$ cat src/rtl/chip8_timer_unit_if.sv
// CPU/video-facing signal bundle for the CHIP-8 delay/sound timer unit.
// The master side (cpu + video) drives loads and vsync; the slave side is the timer unit.
interface chip8_timer_unit_if;
  logic       vsync;
  logic       dt_we;
  logic       st_we;
  logic [7:0] wdata;
  logic [7:0] dt_value;
  logic [7:0] st_value;
  logic       tick;
  logic       beep;
  logic       spkr;

  modport master (
    output vsync, dt_we, st_we, wdata,
    input  dt_value, st_value, tick, beep, spkr
  );

  modport slave (
    input  vsync, dt_we, st_we, wdata,
    output dt_value, st_value, tick, beep, spkr
  );
endinterface

$ cat src/rtl/chip8_timer_unit.sv
// CHIP-8 delay and sound timers, decremented once per vsync rising edge,
// plus the speaker square-wave generator gated by a non-zero sound timer.
module chip8_timer_unit #(
  parameter int TONE_HALF = 2048,
  parameter int ST_MIN    = 2
) (
  input  logic               clk,
  input  logic               reset,
  chip8_timer_unit_if.slave  bus
);

  typedef enum logic {IDLE, RUN} tone_state_t;

  localparam logic [15:0] TONE_LAST = 16'(TONE_HALF - 1);
  localparam logic [8:0]  ST_MIN_W  = 9'(ST_MIN);

  logic        vsync_q;
  logic [7:0]  dt_next;
  logic [7:0]  st_next;
  logic [7:0]  st_load;
  logic [15:0] tone_cnt;
  tone_state_t tone_state;

  // Writes take priority over the tick so a load never loses a count.
  always_comb begin
    st_load = ({1'b0, bus.wdata} < ST_MIN_W) ? 8'd0 : bus.wdata;

    dt_next = bus.dt_value;
    if (bus.dt_we)
      dt_next = bus.wdata;
    else if (bus.tick && (bus.dt_value != 8'd0))
      dt_next = bus.dt_value - 8'd1;

    st_next = bus.st_value;
    if (bus.st_we)
      st_next = st_load;
    else if (bus.tick && (bus.st_value != 8'd0))
      st_next = bus.st_value - 8'd1;
  end

  // vsync_q resets high so a vsync already high at release is not an edge.
  always_ff @(posedge clk or posedge reset) begin
    if (reset) begin
      vsync_q      <= 1'b1;
      bus.tick     <= 1'b0;
      bus.dt_value <= 8'd0;
      bus.st_value <= 8'd0;
      bus.beep     <= 1'b0;
    end else begin
      vsync_q      <= bus.vsync;
      bus.tick     <= bus.vsync & ~vsync_q;
      bus.dt_value <= dt_next;
      bus.st_value <= st_next;
      bus.beep     <= (st_next != 8'd0);
    end
  end

  // Tone phase always starts high on a fresh beep; reloads mid-beep keep the phase.
  always_ff @(posedge clk or posedge reset) begin
    if (reset) begin
      tone_state <= IDLE;
      tone_cnt   <= 16'd0;
      bus.spkr   <= 1'b0;
    end else begin
      case (tone_state)
        IDLE: begin
          tone_cnt <= 16'd0;
          if (bus.beep) begin
            tone_state <= RUN;
            bus.spkr   <= 1'b1;
          end else begin
            bus.spkr   <= 1'b0;
          end
        end
        RUN: begin
          if (!bus.beep) begin
            tone_state <= IDLE;
            tone_cnt   <= 16'd0;
            bus.spkr   <= 1'b0;
          end else if (tone_cnt == TONE_LAST) begin
            tone_cnt <= 16'd0;
            bus.spkr <= ~bus.spkr;
          end else begin
            tone_cnt <= tone_cnt + 16'd1;
          end
        end
        default: begin
          tone_state <= IDLE;
          tone_cnt   <= 16'd0;
          bus.spkr   <= 1'b0;
        end
      endcase
    end
  end

endmodule
$ cat src/flat_wrapper.sv
// flat-port wrapper written by rule: the top's interface ports become plain ports
module chip8_timer_unit_flat 
#(
  parameter int TONE_HALF = 2048,
  parameter int ST_MIN    = 2
)
  (clk, reset, bus_vsync, bus_dt_we, bus_st_we, bus_wdata, bus_dt_value, bus_st_value, bus_tick, bus_beep, bus_spkr);
  chip8_timer_unit_if bus_i ();
  input  logic clk;
  input  logic reset;
  input wire logic [$bits(bus_i.vsync)-1:0] bus_vsync;
  input wire logic [$bits(bus_i.dt_we)-1:0] bus_dt_we;
  input wire logic [$bits(bus_i.st_we)-1:0] bus_st_we;
  input wire logic [$bits(bus_i.wdata)-1:0] bus_wdata;
  output wire logic [$bits(bus_i.dt_value)-1:0] bus_dt_value;
  output wire logic [$bits(bus_i.st_value)-1:0] bus_st_value;
  output wire logic [$bits(bus_i.tick)-1:0] bus_tick;
  output wire logic [$bits(bus_i.beep)-1:0] bus_beep;
  output wire logic [$bits(bus_i.spkr)-1:0] bus_spkr;
  assign bus_i.vsync = bus_vsync;
  assign bus_i.dt_we = bus_dt_we;
  assign bus_i.st_we = bus_st_we;
  assign bus_i.wdata = bus_wdata;
  assign bus_dt_value = bus_i.dt_value;
  assign bus_st_value = bus_i.st_value;
  assign bus_tick = bus_i.tick;
  assign bus_beep = bus_i.beep;
  assign bus_spkr = bus_i.spkr;
  chip8_timer_unit #(.TONE_HALF(TONE_HALF), .ST_MIN(ST_MIN)) u_core (.clk(clk), .reset(reset), .bus(bus_i));
endmodule
$ cat config.mk
export PLATFORM = sky130hd
export DESIGN_NAME = chip8_timer_unit_flat
export DESIGN_NICKNAME = d
export VERILOG_FILES = /design/src/rtl/chip8_timer_unit_if.sv /design/src/rtl/chip8_timer_unit.sv /design/src/flat_wrapper.sv
export SDC_FILE = /design/constraint.sdc
export NUM_CORES = 1
export LEC_CHECK = 0
export ABC_CLOCK_PERIOD_IN_PS = 2300
export CORE_MARGIN = 2
export CORE_UTILIZATION = 47
export CTS_CLUSTER_SIZE = 24
export DETAILED_ROUTE_END_ITERATION = 7
export GPL_TIMING_DRIVEN = 0
export PLACE_DENSITY_LB_ADDON = 0.12
export SYNTH_ARGS = -nofsm -noshare
export SYNTH_HDL_FRONTEND = slang
export SYNTH_SLANG_ARGS = --single-unit
$ cat constraint.sdc
create_clock -name clk -period 2.3 [get_ports clk]
set_input_delay 0.23 -clock clk [delete_from_list [all_inputs] [get_ports clk]]
set_output_delay 0.23 -clock clk [all_outputs]
set_load 0.005 [all_outputs]
# Word level (Yosys, flattened, before mapping)

Index checks and enable logic that the tools add are counted.

Bitwise logic cells: 4
Reduce and logical (&&, ||, !) cells: 6
$lt $le $gt $ge: 1
Add/sub/neg operators: 3
Muxes and demuxes: 12
Equal/unequal tests: 2

Operators by type and width:

| kind                  | count |
|---|---|
| $mux 8                | 5 |
| $mux 16               | 2 |
| $pmux 16 s2           | 1 |
| $reduce_bool 8->1     | 3 |
| $add 16x1->16 const B | 1 |
| $eq 16x11->1 const B  | 1 |
| $sub 8x1->8 const B   | 2 |
| $lt 8x2->1 const B    | 1 |
| $mux 1                | 3 |
| $ne 3x3->1 const B    | 1 |
| $not 1->1             | 3 |
| $logic_and 1x1->1     | 2 |
| $pmux 1 s2            | 1 |
| $reduce_bool 2->1     | 1 |
| $and 1x1->1           | 1 |

Input port bits: 13
Output and inout bits: 19
Word-level logic and storage cells: 36
Bits in registers: 37

# Longest topological paths before layout

Gate-level depths: netlist of the first run.

Depth after elaboration: 5
Mapped depth: 7
Gate-level depth less buffers: 7

# Worst setup path before layout of the first run

OpenSTA, ideal clock, no wires.

Path kind: reg-to-reg
Start: register u_core.bus.st_value[2]
End: register u_core.bus.beep
Required time: 2.162 ns
Cell stages (with the launch flop): 7
Clock period less this slack: 2.523 ns
Path buffers: 1
Arrival: 2.385 ns
Setup slack: -0.223 ns
Path through: dfrtp_1 > or4_1 > clkbuf_2 > o311a_1 > a221o_1 > or3_1 > or4_1

Cells in the longest elaborated chain, start to end: 5

Ends and longest elaborated chain:

| what                                                | RTL line                  | source |
|---|---|---|
| start, declared                                     | chip8_timer_unit_if.sv:21 | `output dt_value, st_value, tick, beep, spkr` |
| start signal, assigned                              | chip8_timer_unit.sv:53    | `bus.st_value <= st_next;` |
| branches (longest 2 deep; another with $sub 8x1->8) | --                        |  |
| $mux 8 *                                            | chip8_timer_unit.sv:37    | `else if (bus.tick && (bus.st_value != 8'd0))` |
| $mux 8 *                                            | chip8_timer_unit.sv:35    | `if (bus.st_we)` |
| net u_core.st_next[7]                               | chip8_timer_unit.sv:19    | `logic [7:0] st_next;` |
| $reduce_bool 8->1 *                                 | chip8_timer_unit.sv:54    | `bus.beep <= (st_next != 8'd0);` |
| end signal, assigned                                | chip8_timer_unit.sv:54    |  |
| end, declared                                       | chip8_timer_unit_if.sv:21 |  |

Mark *: on every way through the listed nets, which the timed path passes.
A chain may end at the register's enable or synchronous reset.

# Worst setup path after layout of the first run

Start: register u_core.bus.st_value[3]
End: register u_core.bus.beep

The elaborated chain is that of the path after synthesis.

==> impl_metrics.json, run 1 <==
{
  "start_kind": "flop",
  "crit_type": "reg -> reg",
  "io_pins": 32,
  "cap_violations": 0,
  "die_w_um": 68.0,
  "nNetsFinal": 254,
  "violations": "setup timing",
  "initial_core_util_pct": 48.4,
  "critPathRequiredTime_ns": 2.47,
  "ys.flop_type": "dfrtp_1",
  "cp_slowest_cell": "or4_4",
  "multi_input_area_sq_um": 981,
  "rr_startpoint": "u_core.bus.st_value[3]",
  "fp.coreArea_sq_mm": 0.00397,
  "grt_max_degree": 21,
  "setup_viol": 1,
  "max-vdd-ir-drop_uv": 363,
  "num_rows": 23,
  "grt_usage_pct": 21.4,
  "yosys_warnings": 0,
  "grt_pass1_wl_um": 7310,
  "drtPass1Iterations": 4,
  "worst_pin_slew_ns": 0.783,
  "place.gp.congestion": 0.788,
  "dieArea_sq_mm": 0.00462,
  "rr_endpoint": "u_core.bus.beep",
  "clock_path_buffers": 2,
  "h-tree-depth": 2,
  "reg2reg_depth": 5,
  "vias": 1604,
  "synthToLayoutAreaGrowth_pct": 29.1,
  "drive_above_1_share_pct": 15.6,
  "wirelength_um": 4520,
  "hold_buffers": 0,
  "whs_ns": 0.363,
  "hold_end": "u_core.vsync_q",
  "antenna_found_initial": 0,
  "drt_iter0_markers": 94,
  "async_flop_share_pct": 100,
  "ff_latch_area_sq_um": 930,
  "end_kind": "flop",
  "cp_slowest_stage_delay_ns": 0.54,
  "syn_inst": 193,
  "cts_buffers": 5,
  "grt_pass1_vias": 1575,
  "min_from": "bus_vsync",
  "slew_headroom_pct": 47.7,
  "r2r_slack_ns": -0.18,
  "die_h_um": 68.0,
  "synth_seq_area_share_pct": 48.2,
  "cts_root_buf": "clkbuf_8",
  "crit_chain": "or4_4 -> o311a_1 -> a221o_1 -> or3_1 -> or4_1",
  "status": "finished with violations",
  "hold_viol_final": 0,
  "cts_tree": "done",
  "fin_ws_ns": -0.183,
  "ys_ff_latch": 37,
  "insertion_delay_ns": 0.29,
  "rsz0062_at_grt": "true",
  "hp-class": "in -> reg",
  "synth-edff-count": 0,
  "finClkSkew_ns": 0.00642,
  "cp_max_fo": 2,
  "fin_crit_ns": 2.48,
  "synthesis.area_sq_mm": 0.00192,
  "cp_top_family": "simple AND/OR/NAND/NOR gates",
  "syn_avg_cell_area_sq_um": 9.96,
  "grt-ovfl-total": 0,
  "path_clk_slew_ns": 0.08,
  "fillCellCount": 328,
  "vias_per_cell": 5.59,
  "power_mw": 1.75,
  "period_share_pct": 108,
  "diodes": 0,
  "slew_viol_final": 0,
  "min_path_cells": 1,
  "p_leak_nw": 1.01,
  "crit_arrival_ns": 2.65,
  "ant_nets": 0,
  "io_buffers": 31,
  "fmax_mhz": 403,
  "clkSinkCount": 37,
  "wire_per_inst_um": 15.7,
  "hpwlAfterDp_um": 3290,
  "powerDensity_mw_per_mm2": 704,
  "synth.net_count": 211,
  "synth_cell_types": 38,
  "drc": 0,
  "worst-path-buf-inv": 0
}
-- Yosys cell counts (2+ instances only) --
library cell,n,area [sq um]
or3b_2,3,26.3
o21ai_0,8,40.0
or4b_2,2,20.0
dfrtp_1,36,901
nand3_1,9,45.0
mux2_2,6,67.6
or4_1,3,22.5
a21oi_1,2,10.0
nor4_1,4,25.0
and3_1,3,18.8
o211ai_1,3,22.5
nor2b_1,3,18.8
a31oi_1,2,12.5
or3_1,6,37.5
nor2_1,25,93.8
nor4b_1,2,17.5
nand2_1,14,52.6
inv_1,9,33.8
xnor2_1,10,87.6
xor2_1,11,96.3
or3_2,2,15.0
ha_1,5,62.6
nor3_1,6,30.0
a221o_1,2,20.0
clkbuf_1,3,11.3
nand4_1,2,12.5
-- layout make-up --
cell class              instances  share of cell area [%]
multi-input cells             143                    39.5
flip-flops and latches         37                    37.4
repair buffers                 37                    15.1
clock buffers                   6                    2.92
well taps                      50                    2.52
inverters                       9                    1.36
clock inverters                 2                   0.605
plain buffers                   3                   0.504
-- how the worst max path moves through the flow --
stage | startpoint | endpoint | slack [ns] | cells past startpoint
after floorplan | u_core.bus.st_value[3] | u_core.bus.beep | -0.14 | 6
after CTS | u_core.bus.st_value[5] | u_core.bus.beep | -0.21 | 6
after global placement | u_core.bus.st_value[0] | u_core.bus.beep | -0.33 | 7
final | u_core.bus.st_value[3] | u_core.bus.beep | -0.18 | 5
after global routing | u_core.bus.st_value[3] | u_core.bus.beep | -0.24 | 5
after detailed placement | u_core.bus.st_value[0] | u_core.bus.beep | -0.32 | 7
-- cell families after synthesis --
group / Yosys count / synth area share, %
fa+ha+maj: 5 / 3.25
flops: 37 / 48.2
simple gates: 87 / 23.7
buf+inv: 13 / 2.60
mux: 6 / 3.51
compound gates: 24 / 9.11
xor+xnor: 21 / 9.56
-- stage by stage --
| step | instance area, sq um | instances | setup TNS (ns) | util (%) | setup WS [ns] |
|---|---|---|---|---|---|
| after floorplan | 1920 | 193 | -0.143 | - | -0.143 |
| after global placement | 2300 | 274 | -0.326 | 57.8 | -0.326 |
| after detailed placement | 2320 | 275 | -0.318 | 58.5 | -0.318 |
| after CTS | 2470 | 288 | -0.212 | 62.2 | -0.212 |
| after global routing | 2480 | 287 | -0.241 | 62.5 | -0.241 |
| final | 2480 | 287 | -0.183 | 62.5 | -0.183 |
-- flip-flops by register name, summed over array words and instances, names as in the netlist --
signal,cells
u_core.bus.beep,1
u_core.bus.dt_value,8
u_core.bus.spkr,1
u_core.bus.st_value,8
u_core.bus.tick,1
u_core.tone_cnt,16
u_core.tone_state,1
u_core.vsync_q,1
-- worst register-to-register path, delay by kind of cell (launching register included) --
family | cells | cell delay (ns)
compound gates | 2 | 0.57
flops | 1 | 0.41
simple gates | 3 | 1.37
-- per-layer routing --
metal | track usage (%) | wire [um]
met2 | 33.0 | 2220
met1 | 29.9 | 2060
met5 | 0 | 0
met3 | 5.43 | 189
met4 | 6.00 | 50
-- cells in the final DEF (no fill, tap or decap), types with 3 or more instances in the layout --
cell,count
and3_1,3
buf_4,5
clkbuf_1,3
clkbuf_8,5
clkdlybuf4s50_1,31
dfrtp_1,34
ha_1,4
inv_1,7
mux2_2,6
nand2_1,14
nand3_1,9
nor2_1,24
nor2b_1,3
nor3_1,5
nor4_1,4
o211ai_1,3
o21ai_0,8
or3_1,6
xnor2_1,10
xor2_1,11
-- what timing repair did --
item                       in CTS  in global routing
hold endpoints to repair        0                  0
pin swaps                       0                  3
setup endpoints to repair       1                 14
buffers inserted                5                  0
resized for setup               6                 10
-- where the power goes --
part / switching [mW] / internal, mW / total [mW]
combinational: 0.193 / 0.233 / 0.426
sequential: 0.116 / 0.754 / 0.869
clock: 0.238 / 0.213 / 0.452
total: 0.547 / 1.20 / 1.75
Power figures use the tool's default switching activity.
==> run 2: changes to the inputs <==
--- a/config.mk
+++ b/config.mk
@@ -8,7 +8,6 @@
 export ABC_CLOCK_PERIOD_IN_PS = 2300
 export CORE_MARGIN = 2
 export CORE_UTILIZATION = 47
-export CTS_CLUSTER_SIZE = 24
 export DETAILED_ROUTE_END_ITERATION = 7
 export GPL_TIMING_DRIVEN = 0
 export PLACE_DENSITY_LB_ADDON = 0.12
==> results of run 2 <==
Same layout as run 1: the final DEF is identical, and so are final timing and power.
==> run 3: changes to the inputs <==
--- a/config.mk
+++ b/config.mk
@@ -5,8 +5,7 @@
 export SDC_FILE = /design/constraint.sdc
 export NUM_CORES = 1
 export LEC_CHECK = 0
-export ABC_CLOCK_PERIOD_IN_PS = 2300
-export CORE_MARGIN = 2
+export ABC_CLOCK_PERIOD_IN_PS = 2100
 export CORE_UTILIZATION = 47
 export DETAILED_ROUTE_END_ITERATION = 7
 export GPL_TIMING_DRIVEN = 0
==> constraint.sdc (replaced) <==
create_clock -name clk -period 2.1 [get_ports clk]
set_input_delay 0.21 -clock clk [delete_from_list [all_inputs] [get_ports clk]]
set_output_delay 0.21 -clock clk [all_outputs]
set_load 0.005 [all_outputs]
==> run 3 against run 2 <==
The run still ends with setup timing left. Clock skew about the same. Worst setup slack got worse by 0.14 ns. Worst hold slack lost 0.022 ns. Die area down 5.8%. Critical path depth unchanged. Critical path type unchanged. Non-clock buffer count is 3 higher.
==> impl_metrics.json, run 3 (same netlist as run 1, synthesis figures left out) <==
{
  "grt_usage_pct": 22.1,
  "io_pins": 32,
  "mostFrequentLayoutCells": "dfrtp_1 (35), clkdlybuf4s50_1 (31), nor2_1 (24), nand2_1 (14), xor2_1 (11)",
  "largest_reg_flops": 16,
  "end_kind": "flop",
  "num_rows": 22,
  "finClkSkew_ns": 0.00621,
  "setup_viol": 1,
  "critPathRequiredTime_ns": 2.27,
  "tns_ns": -0.318,
  "ant_nets": 0,
  "final_common_cell": "dfrtp_1",
  "period_share_pct": 115,
  "hp-class": "in -> reg",
  "vias": 1640,
  "fin_crit_ns": 2.42,
  "drive_above_1_share_pct": 17.9,
  "placed_area_sq_mm": 0.00229,
  "h-tree-depth": 2,
  "start_kind": "flop",
  "io_buffers": 31,
  "vias_per_cell": 5.69,
  "power_mw": 2.04,
  "grt_pass1_wl_um": 7220,
  "status": "finished with violations",
  "largest_registers": "u_core.tone_cnt (16), u_core.bus.dt_value (8), u_core.bus.st_value (8)",
  "die_h_um": 66.0,
  "drc": 0,
  "drt_iter0_markers": 103,
  "crit_arrival_ns": 2.59,
  "min_path_cells": 1,
  "clkSinkCount": 37,
  "grt_max_degree": 38,
  "nNetsFinal": 257,
  "die_w_um": 66.0,
  "fmax_mhz": 414,
  "cts_tree": "done",
  "cp_max_fo": 2,
  "reg2reg_depth": 5,
  "p_leak_nw": 1.04,
  "insertion_delay_ns": 0.29,
  "pre_cts_ws_ns": -0.568,
  "cts_root_buf": "clkbuf_8",
  "hold_viol_final": 0,
  "place.gp.congestion": 0.921,
  "diodes": 0,
  "cts_buffers": 5,
  "cap_violations": 0,
  "drtPass1Iterations": 4,
  "crit_type": "reg -> reg",
  "slew_viol_final": 0,
  "fp.coreArea_sq_mm": 0.00380,
  "grt-ovfl-total": 0,
  "final_cell_area_sq_mm": 0.00252,
  "antenna_found_initial": 0,
  "dieArea_sq_mm": 0.00435,
  "path_clk_slew_ns": 0.08,
  "fin_ws_ns": -0.318,
  "regMostFlops": "u_core.tone_cnt",
  "violations": "setup timing",
  "synthToLayoutAreaGrowth_pct": 31.2,
  "worst_pin_slew_ns": 0.761,
  "wirelength_um": 4320,
  "clock_path_buffers": 2,
  "max-vdd-ir-drop_uv": 477,
  "initial_core_util_pct": 50.6,
  "grt_pass1_vias": 1636,
  "rsz0062_at_grt": "true",
  "wire_per_inst_um": 15.0,
  "slew_headroom_pct": 49.2,
  "hpwlAfterDp_um": 3070,
  "powerDensity_mw_per_mm2": 808,
  "fillCellCount": 293
}
-- run 3: critical path: stages, from the launching register on --
cell     delay (ns)
dfrtp_1        0.38
or4_4          0.55
o311a_1        0.30
a221o_1        0.28
or3_1          0.32
or4_1          0.47
-- run 3: metrics by stage --
stage          hold WS, ns  cells  utilization, %
3_5_place_dp         0.440    272            60.4
4_1_cts              0.333    284            65.1
2_1_floorplan        0.214    193               -
3_3_place_gp         0.413    272            60.4
6_report             0.341    288            66.4
5_1_grt              0.343    288            66.4
-- run 3: final cells by class --
| type | instances | area (sq um) | area share [%] |
|---|---|---|---|
| multi-input cells | 143 | 992 | 39.3 |
| flip-flops and latches | 37 | 928 | 36.8 |
| repair buffers | 41 | 385 | 15.3 |
| clock buffers | 5 | 68.8 | 2.73 |
| well taps | 48 | 60.1 | 2.38 |
| clock inverters | 3 | 46.3 | 1.84 |
| inverters | 9 | 33.8 | 1.34 |
| plain buffers | 2 | 7.51 | 0.298 |
-- run 3: what timing repair did --
action / 4_1_cts / 5_1_grt
resized for setup: 7 / 8
pin swaps: 0 / 5
endpoints found under the setup margin: 15 / 21
hold buffers: 0 / 0
setup buffers: 5 / 5
cloned: 0 / 0
-- run 3: where the power goes --
group	total, mW	internal (mW)	switching, mW	leakage (nW)
clock network	0.622	0.355	0.267	0.0543
registers	0.953	0.825	0.128	0.451
logic	0.463	0.260	0.203	0.536
-- run 3: path summary, 6_finish.rpt --
kind | start | end | slack, ns
max | u_core.bus.st_value[5] | u_core.bus.beep | -0.32
min | bus_vsync | u_core.vsync_q | 0.34
max reg2reg | u_core.bus.st_value[5] | u_core.bus.beep | -0.32
min reg2reg | u_core.tone_cnt[0] | u_core.tone_cnt[0] | 0.48
max in group asynchronous | reset | u_core.bus.tick | 1.19
min in group asynchronous | reset | u_core.bus.dt_value[4] | 0.37
-- run 3: metal layers --
| layer | part of all wire, % | vias up | GRT usage (%) |
|---|---|---|---|
| met2 | 50 | 42 | 39.2 |
| met1 | 44 | 816 | 25.3 |
| met5 | 0 | - | 0 |
| met3 | 3.7 | 11 | 5.17 |
| li1 | - | 771 | - |
| met4 | 2.0 | 0 | 9.04 |
